File: config.mk
export PLATFORM = sky130hd
export DESIGN_NAME = ram_1w_nrs_clear
export DESIGN_NICKNAME = d
export VERILOG_FILES = /design/src/rtl/ram_pkg.sv /design/src/rtl/ram_1w_1rs_bank.sv /design/src/rtl/ram_1w_nrs_clear.sv
export SDC_FILE = /design/constraint.sdc
export NUM_CORES = 2
export LEC_CHECK = 0
export ABC_AREA = 0
export ABC_CLOCK_PERIOD_IN_PS = 2900
export CORE_MARGIN = 2
export CORE_UTILIZATION = 28
export CTS_BUF_LIST = sky130_fd_sc_hd__clkbuf_2 sky130_fd_sc_hd__clkbuf_4 sky130_fd_sc_hd__clkbuf_8
export DETAILED_ROUTE_END_ITERATION = 8
export SYNTH_ARGS = -nofsm -noshare
export SYNTH_HDL_FRONTEND = slang
export SYNTH_HIERARCHICAL = 1
export SYNTH_SLANG_ARGS = --single-unit
File: constraint.sdc
create_clock -name clk -period 2.9 [get_ports clk]
set_input_delay 0.58 -clock clk [delete_from_list [all_inputs] [get_ports clk]]
set_output_delay 0.58 -clock clk [all_outputs]
set_load 0.02 [all_outputs]
File: src/rtl/ram_pkg.sv
// Shared types and helpers for the 1-write / N-read self-clearing RAM.
package ram_pkg;

  localparam int MAX_W = 256;
  localparam int MAX_L = 32;

  typedef enum logic {CLEAR, READY} ram_state_e;

  function automatic int clog2(input int v);
    int r;
    r = 0;
    while ((1 << r) < v) r++;
    return (r < 1) ? 1 : r;
  endfunction

  // Lanes of width lane_w whose mask bit is set take nw; others keep old.
  function automatic logic [MAX_W-1:0] lane_merge(input logic [MAX_W-1:0] old,
                                                  input logic [MAX_W-1:0] nw,
                                                  input logic [MAX_L-1:0] mask,
                                                  input int lane_w);
    logic [MAX_W-1:0] r;
    r = old;
    for (int b = 0; b < MAX_W; b++) begin
      if ((b / lane_w) < MAX_L && mask[b / lane_w]) r[b] = nw[b];
    end
    return r;
  endfunction

endpackage

File: src/rtl/ram_1w_1rs_bank.sv
// One storage array with a masked write port and one registered read port;
// zero-forcing and write forwarding are selected by the top.
module ram_1w_1rs_bank
  import ram_pkg::*;
#(
  parameter int wordCount = 64,
  parameter int wordWidth = 32,
  parameter int maskWidth = 4,
  parameter int addrWidth = 6
) (
  input  logic                 clk,
  input  logic                 reset,
  input  logic                 we,
  input  logic [addrWidth-1:0] waddr,
  input  logic [wordWidth-1:0] wdata,
  input  logic [maskWidth-1:0] wmask,
  input  logic                 re,
  input  logic [addrWidth-1:0] raddr,
  input  logic                 rzero,
  input  logic                 fwd,
  output logic [wordWidth-1:0] rdata
);

  localparam int LANE_W = wordWidth / maskWidth;

  logic [wordWidth-1:0] mem [wordCount];
  logic [wordWidth-1:0] rdata_q;
  logic [wordWidth-1:0] rdata_d;
  logic [wordWidth-1:0] old_word;

  function automatic logic [wordWidth-1:0] merge(input logic [wordWidth-1:0] o,
                                                 input logic [wordWidth-1:0] n,
                                                 input logic [maskWidth-1:0] m);
    return wordWidth'(lane_merge(MAX_W'(o), MAX_W'(n), MAX_L'(m), LANE_W));
  endfunction

  always_ff @(posedge clk) begin
    if (we) mem[waddr] <= merge(mem[waddr], wdata, wmask);
  end

  assign old_word = mem[raddr];

  always_comb begin
    rdata_d = rdata_q;
    if (re) begin
      if (rzero)    rdata_d = '0;
      else if (fwd) rdata_d = merge(old_word, wdata, wmask);
      else          rdata_d = old_word;
    end
  end

  always_ff @(posedge clk) begin
    if (reset) rdata_q <= '0;
    else       rdata_q <= rdata_d;
  end

  assign rdata = rdata_q;

endmodule

File: src/rtl/ram_1w_nrs_clear.sv
// Single-write, N-read RAM that zeroes itself after reset or on clear.
// Define RAM_1W_NRS_BYPASS_EN for write-first same-address behaviour.
module ram_1w_nrs_clear
  import ram_pkg::*;
#(
  parameter int   wordCount = 64,
  parameter int   wordWidth = 32,
  parameter int   maskWidth = 4,
  parameter int   readPorts = 2,
  localparam int  addrWidth = clog2(wordCount)
) (
  input  logic                           clk,
  input  logic                           reset,
  input  logic                           clear,
  output logic                           busy,
  input  logic                           wr_en,
  input  logic [maskWidth-1:0]           wr_mask,
  input  logic [addrWidth-1:0]           wr_addr,
  input  logic [wordWidth-1:0]           wr_data,
  input  logic [readPorts-1:0]           rd_en,
  input  logic [readPorts*addrWidth-1:0] rd_addr,
  output logic [readPorts*wordWidth-1:0] rd_data,
  output logic [readPorts-1:0]           rd_valid
);

  localparam logic [addrWidth:0]   WORDS = (addrWidth+1)'(wordCount);
  localparam logic [addrWidth-1:0] LAST  = addrWidth'(wordCount - 1);

  ram_state_e           state_q, state_d;
  logic [addrWidth-1:0] cnt_q, cnt_d;
  logic [readPorts-1:0] rd_valid_q, rd_valid_d;
  logic                 ready;
  logic                 wr_ok;
  logic                 bank_we;
  logic [addrWidth-1:0] bank_waddr;
  logic [wordWidth-1:0] bank_wdata;
  logic [maskWidth-1:0] bank_wmask;

  assign ready = (state_q == READY);
  assign busy  = (state_q == CLEAR);
  // clear has priority over a same-cycle write
  assign wr_ok = ready && wr_en && !clear && ({1'b0, wr_addr} < WORDS);

  always_comb begin
    state_d = state_q;
    cnt_d   = cnt_q;
    if (state_q == CLEAR) begin
      cnt_d = cnt_q + 1'b1;
      if (cnt_q == LAST) begin
        state_d = READY;
        cnt_d   = '0;
      end
    end else if (clear) begin
      state_d = CLEAR;
      cnt_d   = '0;
    end
  end

  always_ff @(posedge clk) begin
    if (reset) begin
      state_q    <= CLEAR;
      cnt_q      <= '0;
      rd_valid_q <= '0;
    end else begin
      state_q    <= state_d;
      cnt_q      <= cnt_d;
      rd_valid_q <= rd_valid_d;
    end
  end

  // The sweep shares the bank write port with user writes.
  assign bank_we    = busy || wr_ok;
  assign bank_waddr = busy ? cnt_q : wr_addr;
  assign bank_wdata = busy ? '0 : wr_data;
  assign bank_wmask = busy ? '1 : wr_mask;

  assign rd_valid_d = ready ? rd_en : '0;
  assign rd_valid   = rd_valid_q;

  for (genvar p = 0; p < readPorts; p++) begin : g_port
    logic [addrWidth-1:0] raddr;
    logic                 rzero;
    logic                 fwd;

    assign raddr = rd_addr[p*addrWidth +: addrWidth];
    assign rzero = !({1'b0, raddr} < WORDS);
`ifdef RAM_1W_NRS_BYPASS_EN
    assign fwd = wr_ok && (raddr == wr_addr);
`else
    assign fwd = 1'b0;
`endif

    ram_1w_1rs_bank #(
      .wordCount(wordCount),
      .wordWidth(wordWidth),
      .maskWidth(maskWidth),
      .addrWidth(addrWidth)
    ) u_bank (
      .clk  (clk),
      .reset(reset),
      .we   (bank_we),
      .waddr(bank_waddr),
      .wdata(bank_wdata),
      .wmask(bank_wmask),
      .re   (rd_valid_d[p]),
      .raddr(raddr),
      .rzero(rzero),
      .fwd  (fwd),
      .rdata(rd_data[p*wordWidth +: wordWidth])
    );
  end

endmodule
==> metrics.cfg <==
[synth]
synth_seq_area_share=0.760
synth_top_area_frac=0.751
yosys_warnings=6
synth.area.top_cells=edfxtp_1 75%, mux4_2 7.5%, mux2i_1 6.4%
ys_ff_latch=4169
avgSynthCellArea_sq_um=18.7
async_flop_share=0
synth_cell_type_count=67
synth_area_leader_cell=edfxtp_1
ys.flop_type=edfxtp_1
synth_edf_count=4096
synthCells=8744
syn-cell-area_sq_um=164000

[floorplanning]
die_area_sq_um=591000
initial_core_util=0.281
ioPinCount=127
fp-row-count=280
die_h_um=769
dieWidth_um=769
core_sq_um=582000

[run]
drv_cap=0

[timing]
clock.fmax_mhz=346
tns_ns=0
fin_crit_sh=0.998
finalSetupViolations=0
worst_slew_margin_rel=0.101
finalCriticalPeriod_ns=2.89
maxSlewViolCount=0
tightest_slew_ns=1.34
finalClockSkew_ns=0.0701
hold_viol=0
rsz0062_at_grt=no

[route]
vias_per_cell=4.93
detail-route-antenna-nets=0
drt_iter0_markers=10733
first_pass_iters=6
wirelength_mm=485
route.detailed.drc=0
wl_per_cell_um=25.7
vias=92972

[critical_path]
cp.required_ns=3.68
worstSetupPathType=reg -> reg
start_kind=register
critPathCaptureType=register
cp.arrival_ns=3.67
path_cells=mux2_2, buf_12, and3b_1, buf_4, nand2_1, buf_4, nor2_1, buf_4
slowest_stage=and3b_1
critPathMaxFanout=16
slowest_delay_ns=0.45
crit_path_frequent_cell=buf_4

[finish]
stdcell_count=18862
nets=10667
fill_cells=54802
layout-drive-gt1-share=0.295
fin_util=0.344
area_delta_synth_final_pct=22.2

[power_and_ir_drop]
total_power_mw=119
worst_ir_drop_vdd_uv=454
p_per_area_nw_per_um2=594
leakagePower_nw=77.8

[clock_tree]
cts-htree-levels=6
cts-root-buf=clkbuf_8
cts_tree=done
clk_pin_slew_worst_paths_ns=0.06
cts_buffers=616
clock_latency_ns=1.13
clockBufferDepth=4
clock_sinks=4169

[global_routing]
grt_max_degree=131
antenna_found_initial=22
grt_pass1_vias=92125
grt_pass1_wl_mm=683
grt_overflow=0
track_usage=0.158

[place]
dp.cells=17739
place_congestion=0.902
numPortBuffers=126
place_hpwl_mm=334

[hold_path]
hp-class=in -> reg

[outcome]
status=complete, no violations

placed cells by master (no fill, tap or decap), types with 178 or more instances in the layout:
| cell | n |
|---|---|
| buf_4 | 1391 |
| mux4_2 | 542 |
| nor2_1 | 631 |
| nand2_1 | 230 |
| buf_12 | 252 |
| clkbuf_8 | 648 |
| edfxtp_1 | 4096 |
| clkbuf_4 | 178 |
| mux2i_1 | 1050 |
| a22oi_1 | 348 |
final cells by class:
class | instances | area, sq um | area share
Antenna cell | 22 | 55.1 | 0.000275
Clock buffer | 824 | 10200 | 0.0511
Clock inverter | 273 | 2010 | 0.0101
Inverter | 8 | 30.0 | 0.000150
Multi-Input combinational cell | 4045 | 36900 | 0.185
Sequential cell | 4169 | 124000 | 0.622
Tap cell | 7755 | 9700 | 0.0485
Timing Repair Buffer | 1766 | 16700 | 0.0834
metrics by stage:
stage	area (sq um)	setup WS (ns)	hold slack (ns)
final	200000	0.00654	0.232
after global routing	200000	0.00496	0.228
after CTS	200000	0.000932	0.124
after detailed placement	188000	-1.01	0.525
after global placement	188000	-1.07	0.518
after floorplan	164000	0.000924	0.481
critical path, delay by kind of cell (launching register included):
| family | cells | cell delay [ns] |
|---|---|---|
| DFF | 1 | 0.39 |
| buffers and inverters | 4 | 0.85 |
| muxes | 1 | 0.39 |
| and+or+nand+nor | 3 | 0.91 |
timing repair:
item	in CTS	in global routing
setup buffers	4	0
gates resized for setup	57	5
setup endpoints to repair	964	46
hold buffers	0	0
state kept, by name, summed over array words and instances (netlist names):
signal and count:
g_port.u_bank/mem 4096, cnt_q 6, g_port.u_bank/rdata 64, rd_valid 2, ready 1
worst paths after layout:
path / startpoint / to / cells after the start / slack (ns)
min: rd_addr[9] / g_port[1].u_bank/rdata[16]$_SDFFE_PP0P_ / 5 / 0.23
max: ready$_SDFF_PP0_ / g_port[0].u_bank/mem[43][8]$_DFFE_PP_ / 8 / 0.007
max reg2reg: ready$_SDFF_PP0_ / g_port[0].u_bank/mem[43][8]$_DFFE_PP_ / 8 / 0.007
min reg2reg: cnt_q[0]$_SDFFE_PP0P_ / cnt_q[0]$_SDFFE_PP0P_ / 2 / 0.53
cells in the mapped netlist (10+ instances only):
| master | instances |
|---|---|
| buf_6 | 20 |
| mux4_2 | 542 |
| o21ai_0 | 93 |
| clkbuf_1 | 214 |
| nor3b_1 | 12 |
| nand4_1 | 12 |
| nor2_1 | 640 |
| o211ai_1 | 44 |
| nand2b_1 | 88 |
| or3_1 | 15 |
| o31ai_1 | 28 |
| nor3_1 | 35 |
| o221ai_1 | 12 |
| buf_4 | 54 |
| o22ai_1 | 168 |
| dfxtp_1 | 73 |
| buf_2 | 205 |
| mux2_2 | 20 |
| and2_1 | 50 |
| edfxtp_1 | 4096 |
| a22oi_1 | 348 |
| a22o_1 | 24 |
| a211oi_1 | 58 |
| o41ai_1 | 22 |
| buf_1 | 28 |
| mux2i_1 | 1050 |
| o31a_1 | 59 |
| nor2b_1 | 49 |
| nand3_1 | 92 |
| a21oi_1 | 157 |
| a311oi_1 | 12 |
| nand2_1 | 238 |
| a32o_1 | 10 |
| a31oi_1 | 58 |
power breakdown:
part	internal [mW]	switching [mW]
registers	65.5	0.0711
clock network	25.5	22.6
logic	2.12	3.09
total	93.0	25.8
cells by family (layout without fill, tap and decap cells):
family,after synthesis,count (layout),share of synthesized area
compound gates,1150,1150,0.0487
flops,4169,4169,0.760
buf+inv,533,2871,0.0160
mux,1612,1612,0.140
simple gates,1278,1278,0.0350
fa+ha+maj,1,1,0.0000764
other cells,1,26,0.0000229
per-layer routing:
layer,vias up,track usage,share of wire
met4,2,0.0525,0.034
met2,4206,0.251,0.46
met3,725,0.0280,0.081
met5,-,0,0.000027
li1,39324,-,-
met1,48715,0.221,0.42
(Power assumes the default switching activity.)
